### config.mk
export PLATFORM = sky130hd
export DESIGN_NAME = mole_spawner_flat
export DESIGN_NICKNAME = d
export VERILOG_FILES = /design/src/rtl/whack_pkg.sv /design/src/rtl/mole_spawner_if.sv /design/src/rtl/lfsr16.sv /design/src/rtl/mole_spawner.sv /design/src/flat_wrapper.sv
export SDC_FILE = /design/constraint.sdc
export NUM_CORES = 1
export LEC_CHECK = 0
export CAP_MARGIN = 40
export CORE_MARGIN = 1
export CORE_UTILIZATION = 55
export CTS_CLUSTER_SIZE = 25
export DETAILED_ROUTE_END_ITERATION = 8
export PLACE_DENSITY = 0.94
export SYNTH_ARGS = -nofsm -noshare
export SYNTH_HDL_FRONTEND = slang
export SYNTH_SLANG_ARGS = --single-unit
### constraint.sdc
create_clock -name clk_game -period 4 [get_ports clk_game]
set_input_delay 0.6 -clock clk_game [delete_from_list [all_inputs] [get_ports clk_game]]
set_output_delay 0.6 -clock clk_game [all_outputs]
set_load 0.005 [all_outputs]
### src/rtl/whack_pkg.sv
// Shared types and constants for the whack-a-mole game blocks.
package whack_pkg;

    typedef enum logic [1:0] {IDLE, GAP, SPAWN, WAIT} state_t;

    typedef enum logic [1:0] {
        LVL_EASY  = 2'd0,
        LVL_MED   = 2'd1,
        LVL_HARD  = 2'd2,
        LVL_HARD2 = 2'd3
    } level_t;

    localparam int LFSR_W    = 16;
    localparam int GAP_CNT_W = 5;
    localparam logic [LFSR_W-1:0] LFSR_MASK = 16'hB400;

    // Galois step: shift right, fold the taps in when the outgoing bit is set.
    function automatic logic [LFSR_W-1:0] lfsr_next(input logic [LFSR_W-1:0] s);
        return (s >> 1) ^ (s[0] ? LFSR_MASK : '0);
    endfunction

endpackage

### src/rtl/mole_spawner_if.sv
// Game-side bundle of the mole spawner: controls and presses in, LED drive and round results out.
interface mole_spawner_if #(
    parameter int N_HOLES = 8
);
    localparam int IDX_W = $clog2(N_HOLES);

    logic               enable;
    logic [1:0]         level;
    logic [N_HOLES-1:0] btn_pulse;
    logic               timeout_pulse;
    logic               start;
    logic [N_HOLES-1:0] mole_onehot;
    logic [IDX_W-1:0]   mole_idx;
    logic               hit_pulse;
    logic               miss_pulse;
    logic               wrong_pulse;

    modport master (
        output enable, level, btn_pulse, timeout_pulse,
        input  start, mole_onehot, mole_idx, hit_pulse, miss_pulse, wrong_pulse
    );

    modport slave (
        input  enable, level, btn_pulse, timeout_pulse,
        output start, mole_onehot, mole_idx, hit_pulse, miss_pulse, wrong_pulse
    );

endinterface

### src/rtl/lfsr16.sv
// Free-running 16-bit Galois LFSR, shared by the game's random sources.
module lfsr16
    import whack_pkg::*;
#(
    parameter logic [LFSR_W-1:0] SEED = 16'hACE1
) (
    input  logic              clk,
    input  logic              rst,
    output logic [LFSR_W-1:0] state
);

    always_ff @(posedge clk or posedge rst) begin
        if (rst) state <= SEED;
        else     state <= lfsr_next(state);
    end

endmodule

### src/rtl/mole_spawner.sv
// Round sequencer: gap, spawn a random mole, resolve hit/miss/wrong press.
// Optional MOLE_NO_REPEAT_EN: never light the same hole on two consecutive spawns.
module mole_spawner
    import whack_pkg::*;
#(
    parameter int                N_HOLES        = 8,
    parameter int                GAP_TICKS_EASY = 6,
    parameter int                GAP_TICKS_MED  = 4,
    parameter int                GAP_TICKS_HARD = 2,
    parameter logic [LFSR_W-1:0] LFSR_SEED      = 16'hACE1
) (
    input  logic          clk_game,
    input  logic          rst,
    mole_spawner_if.slave bus
);

    localparam int IDX_W = $clog2(N_HOLES);

    state_t               state;
    logic [GAP_CNT_W-1:0] cnt;
    logic [GAP_CNT_W-1:0] gap_lim;
    logic [LFSR_W-1:0]    lfsr;
    logic [IDX_W-1:0]     cand;
    logic [IDX_W-1:0]     pick;
    logic [IDX_W-1:0]     idx_q;
    logic [N_HOLES-1:0]   onehot_q;
    logic                 start_q, hit_q, miss_q, wrong_q;
    logic                 unused_lfsr;

    lfsr16 #(.SEED(LFSR_SEED)) u_lfsr (
        .clk   (clk_game),
        .rst   (rst),
        .state (lfsr)
    );

    assign cand        = lfsr[IDX_W-1:0];
    assign unused_lfsr = ^lfsr[LFSR_W-1:IDX_W];

`ifdef MOLE_NO_REPEAT_EN
    // idx_q still holds the previous spawn here; power-of-two width makes +1 wrap mod N_HOLES.
    assign pick = (cand == idx_q) ? cand + IDX_W'(1) : cand;
`else
    assign pick = cand;
`endif

    always_comb begin
        gap_lim = GAP_CNT_W'(GAP_TICKS_HARD);
        case (level_t'(bus.level))
            LVL_EASY: gap_lim = GAP_CNT_W'(GAP_TICKS_EASY);
            LVL_MED:  gap_lim = GAP_CNT_W'(GAP_TICKS_MED);
            default:  gap_lim = GAP_CNT_W'(GAP_TICKS_HARD);
        endcase
    end

    always_ff @(posedge clk_game or posedge rst) begin
        if (rst) begin
            state    <= IDLE;
            cnt      <= '0;
            idx_q    <= '0;
            onehot_q <= '0;
            start_q  <= 1'b0;
            hit_q    <= 1'b0;
            miss_q   <= 1'b0;
            wrong_q  <= 1'b0;
        end else begin
            start_q <= 1'b0;
            hit_q   <= 1'b0;
            miss_q  <= 1'b0;
            wrong_q <= 1'b0;
            if (!bus.enable) begin
                state    <= IDLE;
                cnt      <= '0;
                onehot_q <= '0;
            end else begin
                case (state)
                    IDLE: begin
                        state <= GAP;
                        cnt   <= '0;
                    end
                    GAP: begin
                        wrong_q <= |bus.btn_pulse;
                        // >= so a level change mid-gap can only shorten it, never stall it
                        if (cnt >= gap_lim - GAP_CNT_W'(1)) state <= SPAWN;
                        else                                cnt   <= cnt + GAP_CNT_W'(1);
                    end
                    SPAWN: begin
                        idx_q    <= pick;
                        onehot_q <= N_HOLES'(1) << pick;
                        start_q  <= 1'b1;
                        state    <= WAIT;
                    end
                    WAIT: begin
                        if (bus.btn_pulse[idx_q]) begin
                            hit_q    <= 1'b1;
                            onehot_q <= '0;
                            cnt      <= '0;
                            state    <= GAP;
                        end else if (bus.timeout_pulse) begin
                            miss_q   <= 1'b1;
                            onehot_q <= '0;
                            cnt      <= '0;
                            state    <= GAP;
                        end else if (|bus.btn_pulse) begin
                            wrong_q  <= 1'b1;
                        end
                    end
                    default: begin
                        state <= IDLE;
                        cnt   <= '0;
                    end
                endcase
            end
        end
    end

    assign bus.start       = start_q;
    assign bus.mole_onehot = onehot_q;
    assign bus.mole_idx    = idx_q;
    assign bus.hit_pulse   = hit_q;
    assign bus.miss_pulse  = miss_q;
    assign bus.wrong_pulse = wrong_q;

endmodule
### src/flat_wrapper.sv
// flat-port wrapper written by rule: the top's interface ports become plain ports
module mole_spawner_flat import whack_pkg::*;
#(
    parameter int                N_HOLES        = 8,
    parameter int                GAP_TICKS_EASY = 6,
    parameter int                GAP_TICKS_MED  = 4,
    parameter int                GAP_TICKS_HARD = 2,
    parameter logic [LFSR_W-1:0] LFSR_SEED      = 16'hACE1
)
  (clk_game, rst, bus_enable, bus_level, bus_btn_pulse, bus_timeout_pulse, bus_start, bus_mole_onehot, bus_mole_idx, bus_hit_pulse, bus_miss_pulse, bus_wrong_pulse);
  mole_spawner_if #(.N_HOLES(N_HOLES)) bus_i ();
  input  logic clk_game;
  input  logic rst;
  input wire logic [$bits(bus_i.enable)-1:0] bus_enable;
  input wire logic [$bits(bus_i.level)-1:0] bus_level;
  input wire logic [$bits(bus_i.btn_pulse)-1:0] bus_btn_pulse;
  input wire logic [$bits(bus_i.timeout_pulse)-1:0] bus_timeout_pulse;
  output wire logic [$bits(bus_i.start)-1:0] bus_start;
  output wire logic [$bits(bus_i.mole_onehot)-1:0] bus_mole_onehot;
  output wire logic [$bits(bus_i.mole_idx)-1:0] bus_mole_idx;
  output wire logic [$bits(bus_i.hit_pulse)-1:0] bus_hit_pulse;
  output wire logic [$bits(bus_i.miss_pulse)-1:0] bus_miss_pulse;
  output wire logic [$bits(bus_i.wrong_pulse)-1:0] bus_wrong_pulse;
  assign bus_i.enable = bus_enable;
  assign bus_i.level = bus_level;
  assign bus_i.btn_pulse = bus_btn_pulse;
  assign bus_i.timeout_pulse = bus_timeout_pulse;
  assign bus_start = bus_i.start;
  assign bus_mole_onehot = bus_i.mole_onehot;
  assign bus_mole_idx = bus_i.mole_idx;
  assign bus_hit_pulse = bus_i.hit_pulse;
  assign bus_miss_pulse = bus_i.miss_pulse;
  assign bus_wrong_pulse = bus_i.wrong_pulse;
  mole_spawner #(.N_HOLES(N_HOLES), .GAP_TICKS_EASY(GAP_TICKS_EASY), .GAP_TICKS_MED(GAP_TICKS_MED), .GAP_TICKS_HARD(GAP_TICKS_HARD), .LFSR_SEED(LFSR_SEED)) u_core (.clk_game(clk_game), .rst(rst), .bus(bus_i));
endmodule
* Yosys cells after proc, flatten, opt, wreduce, memory -nomap -nowiden
Cells that the tools add are included.
** Storage, ports and cells
- Register bits after elaboration :: 38
- Output and inout bits :: 15
- Word-level logic and storage cells :: 63
- Input port bits :: 14
** Operators by class
- $add $sub $neg :: 2
- Reduce and logical (&&, ||, !) cells :: 7
- Multiplexer cells :: 32
- Bitwise operators :: 1
- Magnitude comparators :: 2
- Equal/unequal tests :: 9
- Shifts and indexed selects :: 1
** Operators with widths (count)
- 8-bit 2-to-1 mux :: 3
- 5-bit 2-to-1 mux :: 4
- 16-bit 2-to-1 mux :: 1
- 8-bit case mux with 2 select lines :: 1
- 15-bit by 16-bit XOR with 16-bit output :: 1
- 5-bit case mux with 3 select lines :: 1
- 1-bit 2-to-1 mux :: 14
- 2-bit 2-to-1 mux :: 4
- 2-bit case mux with 4 select lines :: 1
- 8-bit OR reduction :: 1
- 1-bit by 3-bit left shift with 8-bit output (first input constant) :: 1
- 3-bit case mux with 2 select lines :: 1
- 2-bit AND reduction :: 3
- 5-bit by 1-bit adder with 5-bit output (second input constant) :: 1
- 5-bit >= comparator :: 1
- 2-bit by 1-bit == test with 1-bit output (second input constant) :: 2
- 2-bit == test (second input constant) :: 2
- 2-bit zero test :: 2
- 3-bit by 4-bit < comparator with 1-bit output (second input constant) :: 1
- 4-bit by 1-bit != test with 1-bit output (second input constant) :: 1
- 4-bit by 3-bit != test with 1-bit output (second input constant) :: 1
- 3-bit by 1-bit subtractor with 4-bit output (second input constant) :: 1
- 1-bit binary-select mux with 3-bit select :: 1
- 3-bit by 1-bit != test with 1-bit output (second input constant) :: 1
- other kinds (4) :: 4

* Logic depth before layout (Yosys ltp)
Gate-level depths: netlist of the first run.
- Word-level depth :: 7
- Gate-level depth with buffers :: 7

* Hierarchy
From an unflattened synthesis of the first run, not the netlist that was laid out.
** Second synthesis, totals
- Cell total of the unflattened synthesis :: 129
- Area total of the unflattened synthesis :: 1675.4 um^2
** By module, submodules not included
- mole_spawner :: area an instance 1234.9 um^2, instances 1, cells an instance 109, seq. area each 550.5 um^2
- lfsr16 :: area an instance 440.4 um^2, instances 1, cells an instance 20, seq. area each 410.4 um^2

* Worst setup path before layout of the first run
OpenSTA, ideal clock, no wires.
- Kind :: input -> register
- From :: input port bus_level[1]
- To :: register u_core.cnt[2]
- Data arrival time :: 2.274 ns
- Slack :: 1.657 ns
- Cell stages on the path :: 7
- Library setup time :: 0.069 ns
- Buffers on the path :: 0
- Cell sequence :: nand2b_1 ha_1 a21o_1 a2111oi_4 nand2_2 or4_1 nand3_1
** Between the ends
- Longest elaborated chain between the ends :: 6
** Ends and longest elaborated chain
- from (decl) :: line flat_wrapper.sv:15 : input wire logic [$bits(bus_i.level)-1:0] bus_level;
- 2-bit by 1-bit == test with 1-bit output or 2-bit zero test (tied branches) :: line mole_spawner.sv:48 : case (level_t'(bus.level))
- 3-bit case mux with 2 select lines (*) :: line mole_spawner.sv:48
- 3-bit by 1-bit subtractor with 4-bit output (*) :: line mole_spawner.sv:83 : if (cnt >= gap_lim - GAP_CNT_W'(1)) state <= SPAWN;
- 5-bit >= comparator (*) :: line mole_spawner.sv:83
- 3-bit != test (no line) (*)
- 3-bit AND reduction (no line) (*)
- to (signal assigned) :: line mole_spawner.sv:84 : else cnt <= cnt + GAP_CNT_W'(1);
- to (decl) :: line mole_spawner.sv:20 : logic [GAP_CNT_W-1:0] cnt;
Mark *: on every way between the ends. The rest lies on a longest branch, timed or not.
A chain may end at the register's enable or synchronous reset.

* Final worst setup path of the first run
Same ends and word-level chain as after synthesis.

==> results by group, run 1 <==
Run status
  – Status: finished clean

Power and ir drop
  – VDD IR max: 0.0004033 V
  – Cell area power density: 414.6 mW/mm2
  – Lkg Pwr: 0.9214 nW

Timing
  – Minimum clock period: 2.555 ns
  – Setup Viol. Count Final: 0
  – Hold_ws: 0.3634 ns
  – Worst-margin pin slew: 0.8723 ns
  – Fin Clk Skew: 0.004140 ns
  – Tcrit/Tclk final: 0.6387
  – Max Slew Vio Count: 0
  – Sum of negative setup slack: 0 ns
  – Unrepaired setup endpoints after global routing: no
  – Fmax: 0.3914 GHz
  – Final hold violations: 0
  – Worst rel slew slack: 0.4158

Routing
  – Wirelength per Cell: 15.53 um
  – DR vias/cell: 5.874
  – TritonRoute pass-1 iters: 4
  – Via count: 1169
  – Post-DRT Antenna Nets: 0
  – Drt total wl: 3090 um
  – DR iter-0 viols: 19
  – Residual DRC: 0

Synth
  – Flops & latches, synth: 38
  – Syn Std Cell Area: 0.001640 mm2
  – Syn nets: 155
  – Sequential share of the synthesized area: 0.5858
  – Syn_area_per_cell: 12.15 um2
  – Gate Count Post-Synth: 135
  – Warnings from Yosys: 0
  – Synth cell types: 36

Clock network
  – H-tree Lvls: 2
  – CTS Sinks: 38
  – TritonCTS clock tree: yes
  – # resized after CTS: 0
  – Clock slew at reported path FFs: 0.12 ns
  – Clock buffer count from CTS: 5
  – CTS root buf: clkbuf_4
  – Post-CTS Setup Bufs: 0
  – CTS Hold Buffers Added: 0
  – CTS max path bufs: 2
  – Worst skew pair latency: 0.35 ns

Job
  – Max cap viols: 0

Global route
  – Largest net degree at the start of global routing: 21
  – First-pass GRT wire length: 5168 um
  – Number of global-route vias before repair: 1145
  – Grt ovf: 0
  – Antenna violations before repair: 0
  – Gr usage total: 0.2182

Final layout
  – Filler cells: 189
  – Nets: 187
  – Layout cells sized above 1: 0.1726
  – Area Overhead vs Synth: 23.42%
  – Final Util: 0.7278
  – # diodes: 0
  – Fin cells: 199

Floorplanning
  – Die extent in y: 56.61 um
  – Starting Density: 0.5897
  – Core Region: 0.002781 mm2
  – Die width: 56.61 um
  – Num rows: 19
  – Die ar.: 0.003205 mm2
  – Top Ports: 29

Setup path
  – CP arrival: 2.85 ns
  – CP max FO: 9
  – Required time of the critical path: 4.29 ns
  – Startpoint types: primary input
  – Critical path endpoint category: register
  – Setup CP Type: primary input to register

Placement
  – Routability cong.: 0.7597
  – IO Port Bufs: 28
  – Placed insts: 191
  – Post-DP HPWL: 2186 um

Hold path
  – Hold Path Class: register to register
[where the power goes]
group / switching, mW / total, mW / leakage, nW / internal, mW
logic: 0.110 / 0.204 / 0.394 / 0.0938
clock network: 0.133 / 0.202 / 0.0312 / 0.0683
registers: 0.0255 / 0.434 / 0.497 / 0.408
total: 0.269 / 0.839 / 0.921 / 0.570
[cell families (layout without fill, tap and decap cells)]
kind of cell             Yosys count  in the layout  synth area share
AND/OR/NAND/NOR                   45             45            0.1465
adder cells (fa/ha/maj)            6              6           0.04577
flip-flops                        38             38            0.5858
buffers and inverters             11             44           0.03127
AO/OA/AOI/OAI                     25             25            0.1266
multiplexers                       7              7           0.04805
XOR/XNOR                           3              3           0.01602
[state kept, by name, indices dropped and copies added, names as in the netlist, 2 cells and up]
| name | flops |
|---|---|
| u_core.u_lfsr.state | 16 |
| u_core.bus.mole_onehot | 8 |
| u_core.cnt | 5 |
| u_core.state | 2 |
| u_core.bus.mole_idx | 3 |
[stage by stage]
stage,setup slack [ns],instance area (um2),power (mW)
2_1_floorplan,1.657,1640,0.5683
3_3_place_gp,1.199,1938,0.6187
3_5_place_dp,1.103,1966,0.6381
4_1_cts,1.469,2024,0.8458
5_1_grt,1.400,2024,0.8836
6_report,1.445,2024,0.8393
[path summary, 6_finish.rpt]
check                           depth (start not counted)  slack (ns)               startpoint                        end
worst max-delay path                                    8        1.45             bus_level[1]              u_core.cnt[2]
worst min-delay path                                    0        0.36  u_core.u_lfsr.state[12]    u_core.u_lfsr.state[11]
worst max register to register                          5        1.75   u_core.bus.mole_idx[0]  u_core.bus.mole_onehot[5]
worst min register to register                          0        0.36  u_core.u_lfsr.state[12]    u_core.u_lfsr.state[11]
max in group asynchronous                               4        2.74                      rst     u_core.u_lfsr.state[5]
min in group asynchronous                               2        0.54                      rst              u_core.cnt[3]
[worst max-delay path, cell delays in order]
cell and delay (ns):
clkdlybuf4s50_1 0.41, nand2b_1 0.15, ha_1 0.28, a21o_1 0.20
a2111oi_4 0.58, nand2_2 0.11, or4_1 0.42, nand3_1 0.10
[routing by layer]
layer,GRT usage,vias up,part of all wire
li1,-,543,-
met1,0.2609,577,0.42
met2,0.3496,41,0.50
met3,0.07604,8,0.053
met4,0.1080,0,0.022
met5,0,-,0
[area by class of cell]
class	count	area, um2	area share
Clock inverter	3	21.27	0.01051
Sequential cell	38	960.9	0.4747
Multi-Input combinational cell	86	628.1	0.3103
Tap cell	31	38.79	0.01916
Inverter	6	22.52	0.01112
Timing Repair Buffer	30	315.3	0.1557
Clock buffer	5	37.54	0.01854
[cells in the mapped netlist]
master     instances  area, um2
nand3b_1           3      22.52
o22ai_1            1      6.260
nand2_2            1      6.260
clkbuf_1           2      7.510
a2bb2oi_2          1      15.01
nor3b_1            2      15.01
buf_2              2      10.01
a21oi_1            2      10.01
dfrtp_1           30      750.7
nor2_1             7      26.28
or3b_2             1      8.760
nor3_1             3      15.01
a21boi_0           1      7.510
inv_1              6      22.52
nand4_1            4      25.02
o2bb2ai_1          6      52.55
nand3_1            4      20.02
o21ai_0            4      20.02
a31o_2             1      8.760
a21o_1             3      22.52
or3_1              1      6.260
or4_1              3      22.52
or2_2              2      12.51
dfstp_2            8      210.2
o211ai_1           3      22.52
a31oi_1            1      6.260
mux2_2             3      33.78
nand2b_1           3      18.77
mux2_4             1      15.01
a2bb2oi_1          1      8.760
mux2i_1            3      30.03
nand2_1           11      41.29
xor2_1             3      26.28
a2111oi_4          1      27.53
ha_1               6      75.07
buf_6              1      11.26
[placed cells by master, fill, tap and decap left out, drive strengths merged]
cell type / instances
dfrtp: 30
clkdlybuf4s50: 28
nand2: 12
dfstp: 8
nor2: 7
inv: 6
o2bb2ai: 6
ha: 6
clkbuf: 5
nand3: 4
o21ai: 4
nand4: 4
mux2: 4
mux2i: 3
nand3b: 3
nor3: 3
a21o: 3
nand2b: 3
xor2: 3
or4: 3
o211ai: 3
nor3b: 2
or2: 2
a21oi: 2
a2bb2oi: 2
clkinv: 2
buf: 2
a31oi: 1
or3: 1
a2111oi: 1
o22ai: 1
a21boi: 1
or3b: 1
a31o: 1
clkinvlp: 1
(Power assumes the default switching activity.)
==> run 2: changes to the inputs <==
--- a/config.mk
+++ b/config.mk
@@ -7,10 +7,10 @@
 export LEC_CHECK = 0
 export CAP_MARGIN = 40
 export CORE_MARGIN = 1
-export CORE_UTILIZATION = 55
+export CORE_UTILIZATION = 51
 export CTS_CLUSTER_SIZE = 25
 export DETAILED_ROUTE_END_ITERATION = 8
-export PLACE_DENSITY = 0.94
+export PLACE_DENSITY = 0.89
 export SYNTH_ARGS = -nofsm -noshare
 export SYNTH_HDL_FRONTEND = slang
 export SYNTH_SLANG_ARGS = --single-unit
==> constraint.sdc (replaced) <==
create_clock -name clk_game -period 2.4 [get_ports clk_game]
set_input_delay 0.36 -clock clk_game [delete_from_list [all_inputs] [get_ports clk_game]]
set_output_delay 0.36 -clock clk_game [all_outputs]
set_load 0.005 [all_outputs]
==> results by group, run 2 (synthesized netlist as in run 1, its figures left out) <==
Run status
  – Status: finished clean

Timing
  – Worst-margin pin slew: 0.4767 ns (-0.3956 ns)
  – Fin Clk Skew: 0.008647 ns (+0.004506 ns)
  – Max Slew Vio Count: 0 (unchanged)
  – Sum of negative setup slack: 0 ns (unchanged)
  – Tcrit/Tclk final: 0.8960
  – Unrepaired setup endpoints after global routing: no
  – Minimum clock period: 2.150 ns
  – Final hold violations: 0 (unchanged)
  – Worst rel slew slack: 0.6807 (+0.2650)
  – Hold_ws: 0.3613 ns (-0.002034 ns)
  – Fmax: 0.4650 GHz
  – Setup Viol. Count Final: 0 (unchanged)

Floorplanning
  – Core Region: 0.003053 mm2 (+9.8%)
  – Die ar.: 0.003447 mm2 (+7.6%)
  – Die extent in y: 58.71 um (+3.7%)
  – Num rows: 20 (+1)
  – Starting Density: 0.5373 (-0.05245)
  – Die width: 58.71 um (+3.7%)
  – Top Ports: 29 (unchanged)

Final layout
  – Filler cells: 241 (+28%)
  – Most frequent cells in the layout: dfrtp_1 (30), clkdlybuf4s50_1 (28), nand2_1 (11), dfstp_2 (8), nor2_1 (7)
  – Area of the multi-input gates: 628.1 um2 (unchanged)
  – Layout cells sized above 1: 0.1919 (+0.01924)
  – Commonest non-fill, non-tap cell in the layout: dfrtp_1
  – Biggest register: u_core.u_lfsr.state
  – # diodes: 0 (unchanged)
  – Nets: 191 (+2.1%)
  – Reg area: 960.9 um2 (unchanged)
  – Largest register FFs: 16 (unchanged)
  – Design Area, Final: 0.002069 mm2 (+2.2%)
  – Area Overhead vs Synth: 26.16%

Setup path
  – Startpoint types: primary input
  – Crit path buffers/inverters: 2 (+1)
  – WP depth: 9 (+1)
  – CP arrival: 2.43 ns (-0.42 ns)
  – Reg2Reg Depth: 7 (+2)
  – CP max-delay cell: clkdlybuf4s50_1
  – Setup CP Type: primary input to register
  – Required time of the critical path: 2.68 ns (-1.61 ns)
  – CP max FO: 7 (-2)
  – Crit-path cells: clkdlybuf4s50_1 -> nand2b_1 -> ha_1 -> a21o_1 -> a2111oi_4 -> buf_4 -> nand4_1 -> nor3_1 -> a2bb2oi_1
  – CP top delay family: compound AO/OA/AOI/OAI gates
  – Slowest stage delay, CP: 0.40 ns (-0.18 ns)
  – Critical path endpoint category: register

Clock network
  – TritonCTS clock tree: yes
  – # resized after CTS: 0 (unchanged)
  – CTS Sinks: 38 (unchanged)
  – Post-CTS Setup Bufs: 0 (unchanged)
  – Clock slew at reported path FFs: 0.11 ns (about the same)
  – CTS Hold Buffers Added: 0 (unchanged)
  – Worst skew pair latency: 0.34 ns (about the same)
  – H-tree Lvls: 2 (unchanged)
  – Clock buffer count from CTS: 5 (unchanged)
  – CTS root buf: clkbuf_4
  – CTS max path bufs: 2 (unchanged)

Global route
  – Antenna violations before repair: 0 (unchanged)
  – Grt ovf: 0 (unchanged)
  – Largest net degree at the start of global routing: 39 (+86%)
  – Gr usage total: 0.2213 (+0.003128)
  – Number of global-route vias before repair: 1245 (+8.7%)
  – First-pass GRT wire length: 5471 um (+5.9%)

Power and ir drop
  – Lkg Pwr: 0.9455 nW (+2.6%)
  – Switch Pwr: 431.7 uW (+60%)
  – Logic pwr share: 0.238 (-0.005)
  – VDD IR max: 0.0003909 V (-3.1%)
  – Register share of total power: 0.480 (-0.037)
  – Internal: 1.069 mW (+87%)
  – Cell area power density: 725.1 mW/mm2 (+75%)
  – Clk pwr share: 0.283 (+0.043)
  – Sw Ratio: 0.2877 (-0.03291)
  – Overall power: 1.501 mW (+79%)

Hold path
  – WHS Path Cells: 0 (unchanged)
  – Hold Path Class: register to register

Job
  – Max cap viols: 0 (unchanged)

Routing
  – Wirelength per Cell: 14.64 um (-5.7%)
  – Residual DRC: 0 (unchanged)
  – DR vias/cell: 5.472 (-6.8%)
  – DR iter-0 viols: 37 (+18)
  – Post-DRT Antenna Nets: 0 (unchanged)
  – Drt total wl: 3163 um (+2.4%)
  – TritonRoute pass-1 iters: 4 (unchanged)
  – Via count: 1182 (+1.1%)

Placement
  – Routability cong.: 0.7890 (+3.9%)
  – IO Port Bufs: 28 (unchanged)
  – Post-DP HPWL: 2228 um (+1.9%)
  – Placed Area: 0.001992 mm2 (+1.3%)
==> run 2: cell count changes in the layout (fill, tap and decap cells not counted), sizes merged <==
cell	before	now
buf	2	6
bufinv	0	1
clkinvlp	1	0
==> run 2: cell type report <==
type | count | area share
clock buffers | 5 | 0.01814
clock inverters | 3 | 0.01935
inverters | 6 | 0.01088
multi-input cells | 86 | 0.3035
flip-flops and latches | 38 | 0.4643
well taps | 44 | 0.02660
repair buffers | 34 | 0.1572
==> run 2: worst register-to-register path, delay by kind of cell, from the launching register on <==
kind	cells	cell delay [ns]
and+or+nand+nor	2	0.27
AOI/OAI and AO/OA	3	0.75
DFF	1	0.44
buffers and inverters	1	0.21
adders and majority gates	1	0.29
==> run 2: power groups by stage <==
stage / Combinational (mW) / Clock, mW / Sequential, mW
finish: 0.356 / 0.424 / 0.720
global route: 0.396 / 0.462 / 0.728
CTS: 0.354 / 0.441 / 0.720
detailed placement: 0.352 / 0 / 0.732
global placement: 0.335 / 0 / 0.727
floorplan: 0.225 / 0 / 0.722
==> run 2: worst paths after layout <==
| check | from | end | slack, ns |
|---|---|---|---|
| setup / recovery | bus_level[1] | u_core.cnt[3] | 0.25 |
| hold / removal | u_core.u_lfsr.state[8] | u_core.u_lfsr.state[7] | 0.36 |
| setup reg to reg | u_core.cnt[1] | u_core.cnt[3] | 0.37 |
| hold reg to reg | u_core.u_lfsr.state[8] | u_core.u_lfsr.state[7] | 0.36 |
| max in group asynchronous | rst | u_core.u_lfsr.state[10] | 1.64 |
| min in group asynchronous | rst | u_core.cnt[3] | 0.41 |
==> run 2: through the flow <==
step,util,worst slack (ns),cells
floorplan,-,0.2965,135
global placement,0.6525,-0.03639,208
detailed placement,0.6525,-0.1143,208
CTS,0.6779,0.2616,216
global route,0.6779,0.1231,216
finish,0.6779,0.2496,216
==> run 2: routing by layer <==
| metal | track usage | wire length [um] | up-vias |
|---|---|---|---|
| met3 | 0.05495 | 134 | 10 |
| li1 | - | - | 555 |
| met1 | 0.2727 | 1465 | 577 |
| met4 | 0.1395 | 89 | 0 |
| met2 | 0.3514 | 1473 | 40 |
| met5 | 0 | 0 | - |
